`src/rtl/cache_access_ctrl_if.sv`:
```
// rtl/cache_access_ctrl_if.sv - request, cache, memory and response signals of the cache access sequencer
interface cache_access_ctrl_if #(
    parameter int ADDR_W = 15,
    parameter int OFF_W  = 2
);
    logic                     req_valid;
    logic [ADDR_W-1:0]        req_addr;
    logic                     req_ready;
    logic [ADDR_W-1:0]        cache_addr;
    logic                     cache_rd;
    logic                     cache_hit;
    logic                     cache_fill;
    logic                     mem_rd;
    logic [ADDR_W-OFF_W-1:0]  mem_addr;
    logic                     mem_ack;
    logic                     resp_valid;
    logic                     resp_hit;

    modport master (
        input  req_valid, req_addr, cache_hit, mem_ack,
        output req_ready, cache_addr, cache_rd, cache_fill,
               mem_rd, mem_addr, resp_valid, resp_hit
    );

    modport slave (
        output req_valid, req_addr, cache_hit, mem_ack,
        input  req_ready, cache_addr, cache_rd, cache_fill,
               mem_rd, mem_addr, resp_valid, resp_hit
    );
endinterface

```
`src/rtl/cache_access_ctrl.sv`:
```
// rtl/cache_access_ctrl.sv - direct-mapped cache lookup / line-fill sequencer with hit and access statistics
// Optional memory-read timeout enabled by defining MEM_TIMEOUT_EN.
module cache_access_ctrl #(
    parameter int ADDR_W      = 15,
    parameter int OFF_W       = 2,
    parameter int NUM_ACCESS  = 8192,
    parameter int MEM_TIMEOUT = 64
) (
    input  logic                     i_clk,
    input  logic                     i_rst_n,
    input  logic                     i_start,
    cache_access_ctrl_if.master      io_bus,
    output logic [31:0]              o_hit_count,
    output logic [31:0]              o_access_count,
    output logic                     o_busy,
    output logic                     o_done,
    output logic                     o_err
);

    typedef enum logic [2:0] {
        S_IDLE   = 3'd0,
        S_ACCEPT = 3'd1,
        S_LOOKUP = 3'd2,
        S_MEMRD  = 3'd3,
        S_FILL   = 3'd4,
        S_RESP   = 3'd5,
        S_DONE   = 3'd6
    } state_t;

    localparam logic [31:0] LAST_CNT = 32'(NUM_ACCESS);

    state_t              r_state;
    state_t              w_next;
    logic [ADDR_W-1:0]   r_cache_addr;
    logic [31:0]         r_hit_count;
    logic [31:0]         r_access_count;
    logic                r_resp_hit;
    logic                w_start_go;
    logic                w_handshake;
    logic                w_last;
    logic                w_timeout;

    assign w_start_go  = ((r_state == S_IDLE) || (r_state == S_DONE)) && i_start;
    assign w_handshake = (r_state == S_ACCEPT) && io_bus.req_valid;
    assign w_last      = ((r_access_count + 32'd1) == LAST_CNT);

`ifdef MEM_TIMEOUT_EN
    localparam int TO_W = (MEM_TIMEOUT > 1) ? $clog2(MEM_TIMEOUT) : 1;
    localparam logic [TO_W-1:0] TO_LAST = TO_W'(MEM_TIMEOUT - 1);

    logic [TO_W-1:0] r_to_cnt;
    logic            r_err;

    always_ff @(posedge i_clk or negedge i_rst_n) begin
        if (!i_rst_n) begin
            r_to_cnt <= '0;
        end else if (r_state == S_MEMRD) begin
            r_to_cnt <= r_to_cnt + 1'b1;
        end else begin
            r_to_cnt <= '0;
        end
    end

    // An ack landing on the last allowed cycle still completes the fill.
    assign w_timeout = (r_state == S_MEMRD) && (r_to_cnt == TO_LAST) && !io_bus.mem_ack;

    always_ff @(posedge i_clk or negedge i_rst_n) begin
        if (!i_rst_n) begin
            r_err <= 1'b0;
        end else if (w_start_go) begin
            r_err <= 1'b0;
        end else if (w_timeout) begin
            r_err <= 1'b1;
        end
    end

    assign o_err = r_err;
`else
    logic w_unused_timeout;

    assign w_timeout        = 1'b0;
    assign o_err            = 1'b0;
    assign w_unused_timeout = ^MEM_TIMEOUT;
`endif

    always_ff @(posedge i_clk or negedge i_rst_n) begin
        if (!i_rst_n) begin
            r_state <= S_IDLE;
        end else begin
            r_state <= w_next;
        end
    end

    always_comb begin
        w_next = r_state;
        case (r_state)
            S_IDLE, S_DONE: if (i_start) w_next = S_ACCEPT;
            S_ACCEPT:       if (io_bus.req_valid) w_next = S_LOOKUP;
            S_LOOKUP:       w_next = io_bus.cache_hit ? S_RESP : S_MEMRD;
            S_MEMRD: begin
                if (io_bus.mem_ack) begin
                    w_next = S_FILL;
                end else if (w_timeout) begin
                    w_next = S_DONE;
                end
            end
            S_FILL:         w_next = S_RESP;
            S_RESP:         w_next = w_last ? S_DONE : S_ACCEPT;
            default:        w_next = S_IDLE;
        endcase
    end

    always_ff @(posedge i_clk or negedge i_rst_n) begin
        if (!i_rst_n) begin
            r_cache_addr   <= '0;
            r_hit_count    <= '0;
            r_access_count <= '0;
            r_resp_hit     <= 1'b0;
        end else begin
            if (w_start_go) begin
                r_hit_count    <= '0;
                r_access_count <= '0;
            end
            if (w_handshake) begin
                r_cache_addr <= io_bus.req_addr;
            end
            if (r_state == S_LOOKUP) begin
                r_resp_hit <= io_bus.cache_hit;
                if (io_bus.cache_hit) begin
                    r_hit_count <= r_hit_count + 32'd1;
                end
            end
            if (r_state == S_RESP) begin
                r_access_count <= r_access_count + 32'd1;
            end
        end
    end

    always_comb begin
        io_bus.req_ready  = 1'b0;
        io_bus.cache_rd   = 1'b0;
        io_bus.cache_fill = 1'b0;
        io_bus.mem_rd     = 1'b0;
        io_bus.mem_addr   = '0;
        io_bus.resp_valid = 1'b0;
        io_bus.resp_hit   = 1'b0;
        o_busy            = 1'b1;
        o_done            = 1'b0;
        case (r_state)
            S_IDLE:   o_busy = 1'b0;
            S_DONE: begin
                o_busy = 1'b0;
                o_done = 1'b1;
            end
            S_ACCEPT: io_bus.req_ready = 1'b1;
            S_LOOKUP: io_bus.cache_rd  = 1'b1;
            S_MEMRD: begin
                io_bus.mem_rd   = 1'b1;
                io_bus.mem_addr = r_cache_addr[ADDR_W-1:OFF_W];
            end
            S_FILL:   io_bus.cache_fill = 1'b1;
            S_RESP: begin
                io_bus.resp_valid = 1'b1;
                io_bus.resp_hit   = r_resp_hit;
            end
            default:  o_busy = 1'b0;
        endcase
    end

    assign io_bus.cache_addr = r_cache_addr;
    assign o_hit_count       = r_hit_count;
    assign o_access_count    = r_access_count;

endmodule

```
`src/flat_wrapper.sv`:
```
// flat-port wrapper written by rule: the top's interface ports become plain ports
module cache_access_ctrl_flat 
#(
    parameter int ADDR_W      = 15,
    parameter int OFF_W       = 2,
    parameter int NUM_ACCESS  = 8192,
    parameter int MEM_TIMEOUT = 64
)
  (i_clk, i_rst_n, i_start, o_hit_count, o_access_count, o_busy, o_done, o_err, io_bus_req_valid, io_bus_req_addr, io_bus_cache_hit, io_bus_mem_ack, io_bus_req_ready, io_bus_cache_addr, io_bus_cache_rd, io_bus_cache_fill, io_bus_mem_rd, io_bus_mem_addr, io_bus_resp_valid, io_bus_resp_hit);
  cache_access_ctrl_if #(.ADDR_W(ADDR_W), .OFF_W(OFF_W)) io_bus_i ();
  input  logic i_clk;
  input  logic i_rst_n;
  input  logic i_start;
  output logic [31:0] o_hit_count;
  output logic [31:0] o_access_count;
  output logic o_busy;
  output logic o_done;
  output logic o_err;
  input wire logic [$bits(io_bus_i.req_valid)-1:0] io_bus_req_valid;
  input wire logic [$bits(io_bus_i.req_addr)-1:0] io_bus_req_addr;
  input wire logic [$bits(io_bus_i.cache_hit)-1:0] io_bus_cache_hit;
  input wire logic [$bits(io_bus_i.mem_ack)-1:0] io_bus_mem_ack;
  output wire logic [$bits(io_bus_i.req_ready)-1:0] io_bus_req_ready;
  output wire logic [$bits(io_bus_i.cache_addr)-1:0] io_bus_cache_addr;
  output wire logic [$bits(io_bus_i.cache_rd)-1:0] io_bus_cache_rd;
  output wire logic [$bits(io_bus_i.cache_fill)-1:0] io_bus_cache_fill;
  output wire logic [$bits(io_bus_i.mem_rd)-1:0] io_bus_mem_rd;
  output wire logic [$bits(io_bus_i.mem_addr)-1:0] io_bus_mem_addr;
  output wire logic [$bits(io_bus_i.resp_valid)-1:0] io_bus_resp_valid;
  output wire logic [$bits(io_bus_i.resp_hit)-1:0] io_bus_resp_hit;
  assign io_bus_i.req_valid = io_bus_req_valid;
  assign io_bus_i.req_addr = io_bus_req_addr;
  assign io_bus_i.cache_hit = io_bus_cache_hit;
  assign io_bus_i.mem_ack = io_bus_mem_ack;
  assign io_bus_req_ready = io_bus_i.req_ready;
  assign io_bus_cache_addr = io_bus_i.cache_addr;
  assign io_bus_cache_rd = io_bus_i.cache_rd;
  assign io_bus_cache_fill = io_bus_i.cache_fill;
  assign io_bus_mem_rd = io_bus_i.mem_rd;
  assign io_bus_mem_addr = io_bus_i.mem_addr;
  assign io_bus_resp_valid = io_bus_i.resp_valid;
  assign io_bus_resp_hit = io_bus_i.resp_hit;
  cache_access_ctrl #(.ADDR_W(ADDR_W), .OFF_W(OFF_W), .NUM_ACCESS(NUM_ACCESS), .MEM_TIMEOUT(MEM_TIMEOUT)) u_core (.i_clk(i_clk), .i_rst_n(i_rst_n), .i_start(i_start), .io_bus(io_bus_i), .o_hit_count(o_hit_count), .o_access_count(o_access_count), .o_busy(o_busy), .o_done(o_done), .o_err(o_err));
endmodule
```
`config.mk`:
```
export PLATFORM = sky130hd
export DESIGN_NAME = cache_access_ctrl_flat
export DESIGN_NICKNAME = d
export VERILOG_FILES = /design/src/rtl/cache_access_ctrl_if.sv /design/src/rtl/cache_access_ctrl.sv /design/src/flat_wrapper.sv
export SDC_FILE = /design/constraint.sdc
export NUM_CORES = 1
export LEC_CHECK = 0
export CORE_ASPECT_RATIO = 1.2
export CORE_MARGIN = 5
export CORE_UTILIZATION = 47
export DETAILED_ROUTE_END_ITERATION = 8
export PLACE_DENSITY = 0.77
export SLEW_MARGIN = 5
export SYNTH_ARGS = -nofsm -noshare
export SYNTH_HDL_FRONTEND = slang
export SYNTH_SLANG_ARGS = --single-unit
```
`constraint.sdc`:
```
create_clock -name i_clk -period 4 [get_ports i_clk]
set_clock_uncertainty 0.05 [all_clocks]
set_input_delay 0.8 -clock i_clk [delete_from_list [all_inputs] [get_ports i_clk]]
set_output_delay 0.8 -clock i_clk [all_outputs]
set_load 0.02 [all_outputs]
```
Yosys cells after proc, flatten, opt, wreduce, memory -nomap -nowiden. Index checks and enable logic that the tools add are counted. W data, S select, Z words.

Input port bits: 21. Bits in registers: 83. Word-level logic and storage cells: 45.

Equal/unequal tests: 10. Reduce and logical (&&, ||, !) cells: 8. Muxes and demuxes: 20. $add $sub $neg: 2.

Operators by type and width (number): $mux W32 (5); $add A32 B1 Y32 const B (2); $eq A32 B14 Y1 const B (1); $pmux W3 S6 (1); $mux W3 (5); $mux W13 (1); $eq A3 B3 Y1 const B (3); $mux W1 (8); $eq A3 B2 Y1 const B (2); $ne A2 B2 Y1 const B (3); $reduce_or A5 Y1 (1); $eq A3 B1 Y1 const B (1); $logic_not A3 Y1 (1); $reduce_and A3 Y1 (1); $logic_and A1 B1 Y1 (2); $reduce_bool A2 Y1 (1); $reduce_or A2 Y1 (1); $logic_or A1 B1 Y1 (1).

Longest topological paths before layout.
Depth in word-level cells: 6. Mapped depth: 10. Mapped depth without buffers: 8.

Least setup slack after synthesis. OpenSTA, ideal clock, no wires.

Path kind: reg2reg. Start: reg u_core.r_access_count[1], in the netlist u_core.o_access_count[1]. End: reg u_core.r_state[0]. Stages on the path, launching flop included: 11. Period minus slack after synthesis: 2548 ps. Path buffers: 2. Data required time: 3819 ps. Library setup time: 131 ps. Slack: 1452 ps. Arrival time: 2367 ps. Cells stage by stage: dfrtp_1 ha_1 nand3_1 buf_2 nor4_1 buf_2 nand4_1 a22oi_1 and4_1 a21oi_1 or3_1.

Word-level cells in the longest chain between the ends: 4.

RTL lines: start, declared (RTL line cache_access_ctrl.sv:36) `logic [31:0] r_access_count;`; start signal, assigned (RTL line cache_access_ctrl.sv:134) `r_access_count <= r_access_count + 32'd1;`; $add A32 B1 Y32 (RTL line cache_access_ctrl.sv:45) `assign w_last = ((r_access_count + 32'd1) == LAST_CNT);`; $eq A32 B14 Y1 (RTL line cache_access_ctrl.sv:45); $mux W3 (RTL line cache_access_ctrl.sv:108) `S_RESP: w_next = w_last ? S_DONE : S_ACCEPT;`; $pmux W3 S6 (RTL line cache_access_ctrl.sv:96) `case (r_state)`; end signal, assigned (RTL line cache_access_ctrl.sv:90) `r_state <= w_next;`; end, declared (RTL line cache_access_ctrl.sv:32) `state_t r_state;`.

No other way between the ends. A chain may end at the register's enable or synchronous reset.

Worst setup path in the final report.
Start: reg u_core.r_state[2]. End: out io_bus_mem_addr[8].

Word-level cells in the longest chain between the ends: 2.

RTL lines: $eq A3 B2 Y1 (RTL line cache_access_ctrl.sv:149) `case (r_state)`; $mux W13 (RTL line cache_access_ctrl.sv:149); end, declared (RTL line flat_wrapper.sv:28) `output wire logic [$bits(io_bus_i.mem_addr)-1:0] io_bus_mem_addr;`.

No other way between the ends.

==> metrics.cfg <==
[layout]
fin_nets = 682
n_fill_cell = 848
final_common_cell = clkdlybuf4s50_1
antenna_cells = 0
final_core_util = 0.636
layout_common_cells = clkdlybuf4s50_1 (119), dfrtp_1 (83), nand2_1 (70)
syn_to_final_growth_pct = 31.8
drive_above_1_share = 0.0725

[timing]
hold_ws_ns = 0.433
worstMarginPinSlew_ns = 1.06
rsz0062_at_grt = false
finalSetupTns_ns = 0
finalHoldViolCount = 0
setup_viol = 0
slew_violations = 0
min_period_ns = 3.34
fin_crit_sh = 0.835
relSlewSlack = 0.292
fmax_mhz = 299

[yosys]
ys.flop_type = dfrtp_1
async_flop_share = 1.00
synth.avg_cell_area_um2 = 8.79
ys_types = 61
ys_seq_area_frac = 0.426
synthCells = 555
ys_ff_latch = 83
synth_nets = 579
synth_edf_count = 0
synth.cell_area_um2 = 4880
yosys_warnings = 0

[clock_tree]
cts_buffers = 9
hold_buffers = 0
clockBufferDepth = 2
h-tree-depth = 3
cts_setup_buffers = 0
clk_latency_ns = 0.34
cts_resized = 0
clock-sinks = 83
cts-root-buf = clkbuf_16
clkTransAtPathRegs_ns = 0.06
cts_tree = built

[place]
gp_congestion = 0.870
port_buffers = 120
dpl.hpwl_mm = 9.42

[grt]
grt_use_total = 0.213
grt_pass1_wl_mm = 21.6
overflow = 0
antenna_found_initial = 0
grt_max_degree = 84
grt_pass1_vias = 4555

[die]
start_util = 0.483
die_x_um = 103
dieArea_um2 = 12500
core_area_um2 = 10100
num_rows = 40
io_pins = 122
fp.dieH_um = 122

[pwr]
p_per_area_nw_per_um2 = 493
ir_drop_mv = 0.224
p_leak_nw = 2.65

[setup_path]
worstPathRequired_ns = 3.15
crit_fanout = 17
worst_r2r_endpoint = u_core.r_state[0]
r2r-start = u_core.o_access_count[0]
startpoint = u_core.r_state[2]
crit_end = io_bus_mem_addr[8]
cp-start-kind = flip-flop
cp_data_arrival_time_ns = 2.49
criticalPathCategory = flip-flop to primary output
reg2regPathDepth = 9
end_kind = primary output
r2r_slack_ns = 0.85

[routing]
drc = 0
wl_mm = 13.3
ant_nets = 0
via_per_inst = 5.91
wl_per_cell_um = 16.9
firstDrtPassIters = 4
vias = 4658
first_iter_violations = 277

[worst_hold_path]
hold_class = flip-flop to flip-flop

[status]
status = finished, final reports clean

[flow_run]
maxCapViolations = 0

## critical path, stage by stage, from the launching register on
cell             delay (ns)
dfrtp_1                0.52
nand2b_1               0.25
nor2_1                 0.54
and2_1                 0.23
clkdlybuf4s50_1        0.62
## report_power, final
part | switching [W] | internal (W)
combinational | 0.000649 | 0.000548
clock | 0.000323 | 0.000514
sequential | 0.000173 | 0.000965
## per-stage QoR
step | worst slack [ns] | instance area [µm²] | power (W) | cells
floorplan | 1.45 | 4880 | 0.00184 | 555
global placement | 0.844 | 6140 | 0.00232 | 773
detailed placement | 0.752 | 6140 | 0.00236 | 773
CTS | 0.623 | 6430 | 0.00320 | 788
global route | 0.461 | 6430 | 0.00335 | 788
finish | 0.660 | 6430 | 0.00317 | 788
## cells by family after synthesis
family          count (synthesis)  share of synthesized area
fa+ha+maj                       3                    0.00770
mux                            28                     0.0616
compound gates                137                      0.173
simple gates                  244                      0.264
xor+xnor                       18                     0.0323
buf+inv                        41                     0.0349
flops                          83                      0.426
other cells                     1                   0.000769
## synth_stat cells, types with 8 or more instances
master,instances,area [µm²]
nor3_1,12,60.1
nor2_1,40,150
o21ai_0,40,200
mux2_2,16,180
mux2i_1,12,120
xnor2_1,8,70.1
and2_1,20,125
and3_1,12,75.1
xor2_1,10,87.6
nand3_1,30,150
nand4_1,19,119
a21oi_1,32,160
and4_1,8,70.1
nand2_1,70,263
buf_2,10,50.1
o31ai_1,10,75.1
o21ai_1,13,65.1
dfrtp_1,83,2080
clkbuf_1,21,78.8
## worst min-delay path by stage
stage / start / endpoint / depth (start not counted)
after floorplan: u_core.r_resp_hit / u_core.r_resp_hit / 2
after global routing: u_core.r_resp_hit / u_core.r_resp_hit / 2
after detailed placement: u_core.r_resp_hit / u_core.r_resp_hit / 2
after CTS: u_core.r_resp_hit / u_core.r_resp_hit / 2
after global placement: u_core.r_resp_hit / u_core.r_resp_hit / 2
final: u_core.r_resp_hit / u_core.r_resp_hit / 2
## layout make-up
type	instances	area, µm²	share of cell area
Timing Repair Buffer	126	1240	0.193
Clock inverter	2	35.0	0.00545
Clock buffer	13	260	0.0405
Sequential cell	83	2080	0.323
Tap cell	126	158	0.0245
Multi-Input combinational cell	431	2630	0.409
Inverter	7	26.3	0.00409
## metal layers
layer | vias up | wire length, µm | part of all wire | global-route usage
li1 | 2231 | - | - | -
met1 | 2242 | 5480 | 0.41 | 0.261
met2 | 164 | 6740 | 0.51 | 0.363
met3 | 21 | 885 | 0.066 | 0.0515
met4 | 0 | 227 | 0.017 | 0.0753
met5 | - | 0 | 0 | 0
## sequential cells by signal, indices dropped and copies added, names as in the netlist
signal,count
u_core.o_access_count,32
u_core.r_state,3
u_core.r_resp_hit,1
u_core.io_bus.cache_addr,15
u_core.o_hit_count,32
Note: power is estimated with default switching activity, not from simulation.
